**src/rtl/if_id_pipe_pkg.sv**
```systemverilog
// Shared definitions for the IF/ID pipeline register: default widths,
// the NOP encoding, occupancy state encodings and the reset level.
package if_id_pipe_pkg;

  localparam int          AddrWDef  = 32;
  localparam int          InstWDef  = 32;
  localparam logic [31:0] ZeroWord  = 32'h0000_0000;
  localparam logic        RstEnable = 1'b1;

  typedef enum logic [1:0] {
    ST_EMPTY = 2'b00,
    ST_ONE   = 2'b01,
    ST_FULL  = 2'b10
  } pipe_state_e;

endpackage

```
**src/rtl/pipe_skid_slot.sv**
```systemverilog
// Generic data+valid holding register with synchronous load and clear.
// Clear wins over load; both payload and valid return to zero on clear/reset.
module pipe_skid_slot
  import if_id_pipe_pkg::*;
#(
  parameter int W = 8
) (
  input  logic         clk,
  input  logic         rst,
  input  logic         clr,
  input  logic         load,
  input  logic [W-1:0] d,
  output logic [W-1:0] q,
  output logic         valid
);

  // slot payload and occupancy
  always_ff @(posedge clk) begin
    if (rst == RstEnable) begin
      q     <= {W{1'b0}};
      valid <= 1'b0;
    end else if (clr) begin
      q     <= {W{1'b0}};
      valid <= 1'b0;
    end else if (load) begin
      q     <= d;
      valid <= 1'b1;
    end else begin
      q     <= q;
      valid <= valid;
    end
  end

endmodule

```
**src/rtl/if_id_pipe.sv**
```systemverilog
// IF/ID pipeline register with a one-entry skid buffer, registered if_ready
// and synchronous flush. Optional backpressure counter under IFID_STALL_CNT_EN.
module if_id_pipe
  import if_id_pipe_pkg::*;
#(
  parameter int                ADDR_W   = AddrWDef,
  parameter int                INST_W   = InstWDef,
  parameter logic [INST_W-1:0] NOP_INST = INST_W'(ZeroWord)
) (
  input  logic              clk,
  input  logic              rst,
  input  logic              flush,
  input  logic              if_valid,
  output logic              if_ready,
  input  logic [ADDR_W-1:0] if_pc,
  input  logic [INST_W-1:0] if_inst,
  output logic              id_valid,
  input  logic              id_ready,
  output logic [ADDR_W-1:0] id_pc,
  output logic [INST_W-1:0] id_inst
`ifdef IFID_STALL_CNT_EN
  ,
  output logic [15:0]       stall_cnt
`endif
);

  localparam int SLOT_W = ADDR_W + INST_W;

  pipe_state_e       state_r;
  pipe_state_e       state_s;
  logic              in_s;
  logic              out_s;
  logic              main_ld_s;
  logic              main_sk_s;
  logic              main_clr_s;
  logic              sk_ld_s;
  logic              sk_clr_s;
  logic              sk_valid_s;
  logic [SLOT_W-1:0] sk_data_s;
  logic [ADDR_W-1:0] sk_pc_s;
  logic [INST_W-1:0] sk_inst_s;

  // if_ready comes straight off the skid-valid flop, so decode never reaches fetch
  assign if_ready              = ~sk_valid_s;
  assign in_s                  = if_valid & if_ready;
  assign out_s                 = id_valid & id_ready;
  assign {sk_pc_s, sk_inst_s}  = sk_data_s;

  // occupancy state register
  always_ff @(posedge clk) begin
    if (rst == RstEnable) begin
      state_r <= ST_EMPTY;
    end else begin
      state_r <= state_s;
    end
  end

  // next-state and datapath control; flush overrides any handshake
  always_comb begin
    state_s    = state_r;
    main_ld_s  = 1'b0;
    main_sk_s  = 1'b0;
    main_clr_s = 1'b0;
    sk_ld_s    = 1'b0;
    sk_clr_s   = 1'b0;
    if (flush) begin
      state_s    = ST_EMPTY;
      main_clr_s = 1'b1;
      sk_clr_s   = 1'b1;
    end else begin
      case (state_r)
        ST_EMPTY: begin
          if (in_s) begin
            main_ld_s = 1'b1;
            state_s   = ST_ONE;
          end else begin
            state_s   = ST_EMPTY;
          end
        end
        ST_ONE: begin
          if (in_s && out_s) begin
            main_ld_s  = 1'b1;
            state_s    = ST_ONE;
          end else if (in_s) begin
            sk_ld_s    = 1'b1;
            state_s    = ST_FULL;
          end else if (out_s) begin
            main_clr_s = 1'b1;
            state_s    = ST_EMPTY;
          end else begin
            state_s    = ST_ONE;
          end
        end
        ST_FULL: begin
          if (out_s) begin
            main_sk_s = 1'b1;
            sk_clr_s  = 1'b1;
            state_s   = ST_ONE;
          end else begin
            state_s   = ST_FULL;
          end
        end
        default: begin
          state_s    = ST_EMPTY;
          main_clr_s = 1'b1;
          sk_clr_s   = 1'b1;
        end
      endcase
    end
  end

  // main register driving decode; idle payload is forced to 0/NOP
  always_ff @(posedge clk) begin
    if (rst == RstEnable) begin
      id_valid <= 1'b0;
      id_pc    <= {ADDR_W{1'b0}};
      id_inst  <= NOP_INST;
    end else if (main_clr_s) begin
      id_valid <= 1'b0;
      id_pc    <= {ADDR_W{1'b0}};
      id_inst  <= NOP_INST;
    end else if (main_sk_s) begin
      id_valid <= 1'b1;
      id_pc    <= sk_pc_s;
      id_inst  <= sk_inst_s;
    end else if (main_ld_s) begin
      id_valid <= 1'b1;
      id_pc    <= if_pc;
      id_inst  <= if_inst;
    end else begin
      id_valid <= id_valid;
      id_pc    <= id_pc;
      id_inst  <= id_inst;
    end
  end

  pipe_skid_slot #(
    .W (SLOT_W)
  ) u_skid (
    .clk   (clk),
    .rst   (rst),
    .clr   (sk_clr_s),
    .load  (sk_ld_s),
    .d     ({if_pc, if_inst}),
    .q     (sk_data_s),
    .valid (sk_valid_s)
  );

`ifdef IFID_STALL_CNT_EN
  // saturating backpressure counter; only reset clears it, flush does not
  always_ff @(posedge clk) begin
    if (rst == RstEnable) begin
      stall_cnt <= 16'h0000;
    end else if (id_valid && !id_ready && (stall_cnt != 16'hFFFF)) begin
      stall_cnt <= stall_cnt + 16'h0001;
    end else begin
      stall_cnt <= stall_cnt;
    end
  end
`endif

endmodule

```
**config.mk**
```make
export PLATFORM = sky130hd
export DESIGN_NAME = if_id_pipe
export DESIGN_NICKNAME = d
export VERILOG_FILES = /design/src/rtl/if_id_pipe_pkg.sv /design/src/rtl/pipe_skid_slot.sv /design/src/rtl/if_id_pipe.sv
export SDC_FILE = /design/constraint.sdc
export NUM_CORES = 1
export LEC_CHECK = 0
export ABC_AREA = 1
export CAP_MARGIN = 40
export CORE_ASPECT_RATIO = 1.75
export CORE_MARGIN = 1.5
export CORE_UTILIZATION = 40
export DETAILED_ROUTE_END_ITERATION = 12
export DONT_BUFFER_PORTS = 1
export HOLD_SLACK_MARGIN = 0.1
export SYNTH_ARGS = -nofsm -noshare
export SYNTH_HDL_FRONTEND = slang
export SYNTH_HIERARCHICAL = 1
export SYNTH_SLANG_ARGS = --single-unit
```
**constraint.sdc**
```tcl
create_clock -name clk -period 1.8 [get_ports clk]
set_clock_uncertainty 0.05 [all_clocks]
set_input_delay 0.36 -clock clk [delete_from_list [all_inputs] [get_ports clk]]
set_output_delay 0.36 -clock clk [all_outputs]
set_load 0.01 [all_outputs]
```
==> results.sh, run 1 <==
export IMPL_yosysTopAreaCell="dfxtp_1"
export IMPL_finalSetupViolations=0
export IMPL_ys_seq_area_share_pct=40.4
export IMPL_synthMuxAreaShare_pct=0
export IMPL_die_w_um=99.6
export IMPL_layout_commonest_cell="nand2_1"
export IMPL_fin_crit_sh_pct=90.3
export IMPL_crit_arrival_ns=1.89
export IMPL_setup_tns_ns=0
export IMPL_end_kind="flop"
export IMPL_seq_power_share_pct=41.0
export IMPL_cp_max_fo=45
export IMPL_drv_cap=0
export IMPL_crit_chain="nand2_2, nor2_4, nand2_4, buf_16, buf_12, nand2_1, nand2_1, nor2_1, nor2_1"
export IMPL_yosys_area_share_adder_pct=0.191
export IMPL_power_frac_clock_pct=50.1
export IMPL_cts_max_level=4
export IMPL_power_leakage_nw=3.79
export IMPL_synth_top_area_share_pct=40.4
export IMPL_coreArea_um2=16000
export IMPL_clk_latency_ns=0.42
export IMPL_grt_total_usage_pct=20.7
export IMPL_drtIter0Drc=213
export IMPL_status="complete, no violations"
export IMPL_post_cts_buffers=0
export IMPL_area_growth_pct=22.6
export IMPL_cp_start_kind="flop"
export IMPL_gp_congestion=0.746
export IMPL_grt_overflow=0
export IMPL_synthXorXnorAreaFrac_pct=0
export IMPL_syn_cell_area_um2=6540
export IMPL_hold_ws_ns=0.112
export IMPL_p_sw_share_pct=23.8
export IMPL_placed_area_um2=6680
export IMPL_place_inst=1212
export IMPL_slowest_stage="dfxtp_1"
export IMPL_fmaxAchievable_ghz=0.616
export IMPL_cts_inserted_buffers=17
export IMPL_yosys_area_share_simple_pct=45.1
export IMPL_tightest_slew_ns=0.461
export IMPL_fin_area_um2=8010
export IMPL_root_buffer="clkbuf_16"
export IMPL_grt_max_degree=91
export IMPL_vias=6102
export IMPL_routed_wl_mm=17.3
export IMPL_slew_viol_final=0
export IMPL_synth_distinct_cells=22
export IMPL_drc=0
export IMPL_combPwrFrac_pct=8.9
export IMPL_synth_top_family_by_area="simple AND/OR/NAND/NOR gates"
export IMPL_layout_common_cells="nand2_1 (330), nor2_1 (259), inv_1 (134)"
export IMPL_antenna_cells=0
export IMPL_hp_class="in2reg"
export IMPL_finalPower_mw=7.45
export IMPL_grt_pass1_vias=5948
export IMPL_p_int_mw=5.68
export IMPL_post_place_ws_ns=-0.0578
export IMPL_antenna_found_initial=0
export IMPL_final_net_count=1179
export IMPL_cts_tree="yes"
export IMPL_critical_path_required_ns=2.06
export IMPL_netlist_top_cells_area="dfxtp_1 (40%), nand2_1 (19%), nor2_1 (15%)"
export IMPL_synth_fp_nets=1144
export IMPL_irDropWorstVdd_uv=666
export IMPL_clkTransAtPathRegs_ns=0.06
export IMPL_vias_per_cell=4.65
export IMPL_finalNonFillerCells=1311
export IMPL_yosysWarnings=6
export IMPL_synth_compound_area_share_pct=0.344
export IMPL_min_period_ns=1.62
export IMPL_rsz0062_at_grt="false"
export IMPL_switchingPower_mw=1.78
export IMPL_rows=61
export IMPL_finish_utilization_pct=50.2
export IMPL_setup_ws_ns=0.175
export IMPL_critPathMaxStageDelay_ns=0.41
export IMPL_hold_viol_final=0
export IMPL_die_area_um2=17200
export IMPL_syn_inst=1074
export IMPL_clockBufferDepth=2
export IMPL_dp_hpwl_mm=9.61
export IMPL_initial_core_util_pct=41.0
export IMPL_grt_pass1_wl_mm=28.0
export IMPL_syn_area_per_cell_um2=6.09
export IMPL_ys_ff_latch=132
export IMPL_port_buffers=0
export IMPL_clock_sinks=132
export IMPL_worstSetupPathType="reg2reg"
export IMPL_routedWlPerCell_um=13.2
export IMPL_first_pass_iters=5
export IMPL_ios=135
export IMPL_ant_nets=0
export IMPL_dieHeight_um=172
export IMPL_powerDensity_nw_per_um2=930
export IMPL_drive_gt1_share_pct=5.53
export IMPL_slew_headroom_pct=69.2
[per-layer routing]
layer,GRT usage (%),vias to the layer above,share of wire [%]
met5,0,-,0
met4,7.47,0,1.3
met3,4.85,14,4.1
met2,39.2,110,53
met1,22.1,2724,42
li1,-,3254,-
[state kept, by name (all words and copies together) (netlist names)]
name and count:
id_valid 1, id_inst 32, u_skid/valid 1, id_pc 32
u_skid/q 64, state_r 2
[power groups by stage]
stage / registers (mW) / logic, mW / clock network [mW]
floorplan: 3.10 / 0.425 / 0
global placement: 3.12 / 0.530 / 0
detailed placement: 3.12 / 0.544 / 0
CTS: 3.05 / 0.673 / 3.82
global route: 3.06 / 0.759 / 3.97
finish: 3.05 / 0.664 / 3.74
[worst paths after layout]
| kind | startpoint | end | slack, ns | depth (start not counted) |
|---|---|---|---|---|
| max | state_r[1] | id_inst[21] | 0.18 | 9 |
| min | if_pc[20] | id_pc[20] | 0.11 | 4 |
| max reg2reg | state_r[1] | id_inst[21] | 0.18 | 9 |
| min reg2reg | u_skid/q[27] | u_skid/q[27] | 0.42 | 2 |
[cells in the mapped netlist (all sizes together)]
cell      n
nand2   332
nor2    264
inv     138
nand3   133
dfxtp   132
buf      61
clkbuf    8
a21oi     2
ha        1
nand4     1
o21a      1
o21ai     1
[area by class of cell]
cell class,instances,area (um^2)
clock buffers,21,460
well taps,189,236
inverters,138,518
flip-flops and latches,132,2640
multi-input cells,735,3010
fillers,1649,7940
repair buffers,85,968
clock inverters,11,176
[what timing repair did]
action	CTS	global route
endpoints found under the hold margin	88	0
cloned	0	1
gates resized for setup	1	3
hold buffers	66	0
setup endpoints to repair	13	22
[worst max-delay path, delay by kind of cell (launching register included)]
family	cells	cell delay, ns
flops	1	0.41
buf+inv	2	0.43
simple gates	7	0.63
[cell families (layout without fill, tap and decap cells)]
family | count (synthesis) | after routing
flops | 132 | 132
fa+ha+maj | 1 | 1
compound gates | 4 | 4
buf+inv | 207 | 255
simple gates | 730 | 730
No activity file was read; power rests on OpenSTA's default activity.
==> inputs of run 2 (changes only) <==
- SYNTH_HIERARCHICAL: 1 -> unset
==> results.sh, run 2 <==
export IMPL_status="complete, no violations"
export IMPL_min_period_ns=1.71
export IMPL_rsz0062_at_grt="true"
export IMPL_grt_pass1_vias=5765
export IMPL_clkTransAtPathRegs_ns=0.06
export IMPL_cp_startpoint="rst"
export IMPL_crit_arrival_ns=2.02
export IMPL_setup_tns_ns=0
export IMPL_dieHeight_um=172
export IMPL_ys_ff_latch=132
export IMPL_p_int_mw=5.08
export IMPL_final_net_count=1182
export IMPL_syn_area_per_cell_um2=6.13
export IMPL_async_flop_share_pct=0
export IMPL_hold_viol_final=0
export IMPL_synth_main_ff_cell="dfxtp_1"
export IMPL_die_area_um2=17200
export IMPL_crit_chain="dlygate4sd3_1, nor2_2, o21ai_2, buf_4, a21oi_4, buf_4, clkbuf_16, nand2_1, nor2_1"
export IMPL_rr_startpoint="state_r[1]"
export IMPL_area_growth_pct=21.0
export IMPL_synth_edff_count=0
export IMPL_largest_reg_flops=64
export IMPL_finalPower_mw=6.89
export IMPL_routed_wl_mm=17.7
export IMPL_synth_top_area_share_pct=40.3
export IMPL_power_frac_clock_pct=46.5
export IMPL_met1_usage_pct=23.0
export IMPL_antenna_cells=0
export IMPL_combPwrFrac_pct=9.2
export IMPL_syn_cell_area_um2=6560
export IMPL_power_leakage_nw=4.04
export IMPL_netlist_top_cells_area="dfxtp_1 (40%), nand2_1 (19%), nor2_1 (15%)"
export IMPL_placed_area_um2=6610
export IMPL_grt_max_degree=62
export IMPL_synth_fp_nets=1138
export IMPL_critPathMaxStageDelay_ns=0.56
export IMPL_reg2reg_slack_ns=0.10
export IMPL_rows=61
export IMPL_dp_hpwl_mm=10.2
export IMPL_fmaxAchievable_ghz=0.585
export IMPL_post_place_ws_ns=0.125
export IMPL_syn_inst=1069
export IMPL_ys_seq_area_share_pct=40.3
export IMPL_setup_ws_ns=0.0905
export IMPL_grt_total_usage_pct=20.7
export IMPL_first_pass_iters=4
export IMPL_ant_nets=0
export IMPL_fin_area_um2=7940
export IMPL_cts_tree="yes"
export IMPL_end_kind="flop"
export IMPL_synth_most_common_cell="nand2_1"
export IMPL_vias=6085
export IMPL_initial_core_util_pct=41.1
export IMPL_clockBufferDepth=2
export IMPL_die_w_um=99.8
export IMPL_grt_pass1_wl_mm=28.0
export IMPL_switchingPower_mw=1.81
export IMPL_powerDensity_nw_per_um2=868
export IMPL_cp_start_kind="input port"
export IMPL_top_usage_layer="met2"
export IMPL_fin_crit_sh_pct=95.0
export IMPL_drtIter0Drc=244
export IMPL_clock_sinks=132
export IMPL_port_buffers=0
export IMPL_coreArea_um2=16000
export IMPL_slew_headroom_pct=65.1
export IMPL_layout_common_cells="nand2_1 (327), nor2_1 (259), inv_1 (132), dfxtp_1 (132), nand3_1 (130)"
export IMPL_cp_max_fo=25
export IMPL_routedWlPerCell_um=13.5
export IMPL_ios=135
export IMPL_finalSetupViolations=0
export IMPL_gp_congestion=0.777
export IMPL_reg_top3="u_skid.q (64), id_inst (32), id_pc (32)"
export IMPL_grt_overflow=0
export IMPL_largest_register="u_skid.q"
export IMPL_tightest_slew_ns=0.523
export IMPL_root_buffer="clkbuf_16"
export IMPL_use_met2_pct=37.0
export IMPL_crit_path_end="id_inst[30]"
export IMPL_seq_power_share_pct=44.3
export IMPL_p_sw_share_pct=26.2
export IMPL_antenna_found_initial=0
export IMPL_slew_viol_final=0
export IMPL_synthTopCellsByCount="nand2_1 (327), nor2_1 (261), inv_1 (133), dfxtp_1 (132), nand3_1 (132)"
export IMPL_drive_gt1_share_pct=6.48
export IMPL_hold_ws_ns=0.114
export IMPL_rr_endpoint="id_inst[30]"
export IMPL_gr_usage_met3_pct=5.90
export IMPL_hp_class="in2reg"
export IMPL_yosysTopAreaCell="dfxtp_1"
export IMPL_worstSetupPathType="in2reg"
export IMPL_drv_cap=0
export IMPL_clk_latency_ns=0.42
export IMPL_irDropWorstVdd_uv=482
export IMPL_reg2regPathDepth=8
export IMPL_vias_per_cell=4.63
export IMPL_slowest_stage="dlygate4sd3_1"
export IMPL_critical_path_required_ns=2.11
export IMPL_layout_commonest_cell="nand2_1"
export IMPL_yosysWarnings=0
export IMPL_crit_top_cell="buf_4"
export IMPL_drc=0
export IMPL_cts_max_level=4
export IMPL_synth_distinct_cells=18
export IMPL_cts_inserted_buffers=17
==> run 2: cell count changes after synthesis, moves of 2 or more <==
| cell | change |
|---|---|
| buf_2 | -10 |
| nand2_1 | -3 |
| nor2_2 | +3 |
| clkbuf_1 | +2 |
| buf_4 | -2 |
| buf_6 | +12 |
==> run 2: area by class of cell <==
| cell class | instances | area, um^2 |
|---|---|---|
| fill | 1616 | 8020 |
| multi-input combinational | 733 | 2990 |
| sequential | 132 | 2640 |
| timing repair buffer | 93 | 1000 |
| inverter | 136 | 510 |
| clock buffer | 20 | 447 |
| tap | 189 | 236 |
| clock inverter | 12 | 101 |
==> run 2: worst min path at each step <==
stage,start,endpoint,slack [ns],cells after the start
floorplan,u_skid.q[0],u_skid.q[0],0.44,4
global placement,if_pc[0],u_skid.q[32],0.45,2
detailed placement,u_skid.q[25],u_skid.q[25],0.45,4
CTS,if_pc[12],id_pc[12],0.10,4
global route,if_pc[12],id_pc[12],0.12,4
finish,if_pc[3],id_pc[3],0.11,4
==> run 2: through the flow <==
stage | util (%) | cells
global placement | 41.4 | 1209
floorplan | - | 1069
CTS | 49.0 | 1307
finish | 49.8 | 1315
detailed placement | 41.4 | 1209
global route | 49.8 | 1315
==> run 2: metal layers <==
metal	share of wire (%)	vias up
li1	-	3263
met1	42	2689
met2	52	116
met3	4.5	17
met4	1.8	0
met5	0	-
==> run 2: timing repair <==
action                     4_1_cts  5_1_grt
hold buffers                    66        0
buffers inserted                 0        5
gates resized for setup          0        7
hold endpoints to repair       118        0
setup endpoints to repair        0       80
==> run 2: critical path, delay by kind of cell <==
family,cells,cell delay (ns)
compound gates,2,0.25
buf+inv,4,1.10
simple gates,3,0.29
==> run 2: kinds of logic (layout without fill, tap and decap cells) <==
logic type      after synthesis  count (layout)  synth area share (%)
compound gates                6               6                 0.534
buf+inv                     205             261                  14.8
flops                       132             132                  40.3
simple gates                726             727                  44.3
==> run 2: power groups by stage <==
| stage | sequential (mW) | clock [mW] | combinational [mW] |
|---|---|---|---|
| after floorplan | 3.10 | 0 | 0.365 |
| after global placement | 3.12 | 0 | 0.465 |
| after detailed placement | 3.12 | 0 | 0.468 |
| after CTS | 3.05 | 3.31 | 0.606 |
| after global routing | 3.06 | 3.45 | 0.716 |
| final | 3.05 | 3.20 | 0.635 |
==> inputs of run 3 (changes only) <==
- SETUP_SLACK_MARGIN: unset -> 0.1
==> results.sh, run 3 (synthesis gave the netlist of run 2 again) <==
export IMPL_status="complete, no violations"
export IMPL_crit_arrival_ns=1.94
export IMPL_rows=61
export IMPL_rr_startpoint="id_valid"
export IMPL_grt_overflow=0
export IMPL_dp_hpwl_mm=10.2
export IMPL_cp_start_kind="flop"
export IMPL_placed_area_um2=6610
export IMPL_worstSetupPathType="reg2reg"
export IMPL_power_leakage_nw=4.00
export IMPL_multi_input_area_um2=3000
export IMPL_grt_pass1_vias=5759
export IMPL_clkTransAtPathRegs_ns=0.06
export IMPL_setup_tns_ns=0
export IMPL_cp_max_fo=20
export IMPL_seq_area_um2=2640
export IMPL_grt_pass1_wl_mm=27.9
export IMPL_vias=6069
export IMPL_min_period_ns=1.63
export IMPL_slew_headroom_pct=65.5
export IMPL_fin_crit_sh_pct=90.8
export IMPL_drtIter0Drc=239
export IMPL_area_growth_pct=19.8
export IMPL_root_buffer="clkbuf_16"
export IMPL_hold_viol_final=0
export IMPL_initial_core_util_pct=41.1
export IMPL_cts_max_level=4
export IMPL_routed_wl_mm=17.2
export IMPL_setup_ws_ns=0.166
export IMPL_reg_top3="u_skid.q (64), id_inst (32), id_pc (32)"
export IMPL_largest_reg_flops=64
export IMPL_slew_viol_final=0
export IMPL_clk_latency_ns=0.43
export IMPL_fill_cells=1621
export IMPL_routedWlPerCell_um=13.2
export IMPL_hold_ws_ns=0.112
export IMPL_fmaxAchievable_ghz=0.612
export IMPL_whs_path_depth=4
export IMPL_port_buffers=0
export IMPL_end_kind="flop"
export IMPL_layout_common_cells="nand2_1 (327), nor2_1 (260), inv_1 (132), dfxtp_1 (132), nand3_1 (130)"
export IMPL_drv_cap=0
export IMPL_gp_congestion=0.777
export IMPL_ios=135
export IMPL_rr_endpoint="id_inst[28]"
export IMPL_reg2regPathDepth=7
export IMPL_hold_path_endpoint="id_inst[2]"
export IMPL_grt_max_degree=62
export IMPL_hold_start="if_inst[2]"
export IMPL_post_place_ws_ns=0.125
export IMPL_dieHeight_um=172
export IMPL_final_net_count=1175
export IMPL_ant_nets=0
export IMPL_die_area_um2=17200
export IMPL_tightest_slew_ns=0.517
export IMPL_clockBufferDepth=2
export IMPL_antenna_found_initial=0
export IMPL_critical_path_required_ns=2.11
export IMPL_vias_per_cell=4.64
export IMPL_drc=0
export IMPL_powerDensity_nw_per_um2=875
export IMPL_fin_area_um2=7850
export IMPL_layout_commonest_cell="nand2_1"
export IMPL_hp_class="in2reg"
export IMPL_finalSetupViolations=0
export IMPL_grt_total_usage_pct=20.6
export IMPL_clock_sinks=132
export IMPL_cts_inserted_buffers=17
export IMPL_largest_register="u_skid.q"
export IMPL_reg2reg_slack_ns=0.17
export IMPL_first_pass_iters=4
export IMPL_coreArea_um2=16000
export IMPL_irDropWorstVdd_uv=481
export IMPL_die_w_um=99.8
export IMPL_cts_tree="yes"
export IMPL_drive_gt1_share_pct=5.90
export IMPL_antenna_cells=0
export IMPL_rsz0062_at_grt="true"
## run 3: worst max-delay path by stage
stage,end,slack [ns],startpoint,cells after the start
2_1_floorplan,id_inst[24],0.46,id_valid,9
3_3_place_gp,u_skid.q[24],0.12,if_valid,6
3_5_place_dp,id_pc[11],0.13,id_valid,7
4_1_cts,u_skid.q[59],0.11,id_valid,6
5_1_grt,id_inst[28],0.02,id_valid,7
6_report,id_inst[28],0.17,id_valid,7
## run 3: routing by layer
metal  track usage (%)  vias up  share of wire (%)
met3              5.90       20                5.2
met4              7.65        0                2.0
met2              36.9      121                 52
li1                  -     3248                  -
met1              23.0     2680                 41
met5                 0        -                  0
## run 3: layout make-up
type                    instances  share of cell area [%]
flip-flops and latches        132                    33.7
multi-input cells             733                    38.2
clock inverters                12                    1.29
repair buffers                 86                    11.7
well taps                     189                    3.01
inverters                     136                    6.50
clock buffers                  20                    5.69
## run 3: power breakdown
part	leakage (nW)	switching, mW	total [mW]	internal (mW)
registers	1.07	0.0665	3.05	2.99
logic	2.67	0.348	0.607	0.259
clock network	0.258	1.39	3.21	1.82
## run 3: timing repair
action                                 4_1_cts  5_1_grt
setup endpoints to repair                    0      128
resized for setup                            0        9
endpoints found under the hold margin      118        0
setup buffers                                0        1
hold buffers                                65        0
## run 3: worst max-delay path: stages (launching register included)
cell     delay, ns
dfxtp_1       0.44
nand2_4       0.13
nor2_4        0.26
buf_4         0.32
nand3_1       0.13
nand2_1       0.10
nor2_1        0.04
nor2_1        0.09
## run 3: stage by stage
step	utilization (%)	instances	power, mW
floorplan	-	1069	3.47
CTS	48.9	1306	6.97
global route	49.2	1308	7.19
detailed placement	41.4	1209	3.59
finish	49.2	1308	6.87
global placement	41.4	1209	3.58
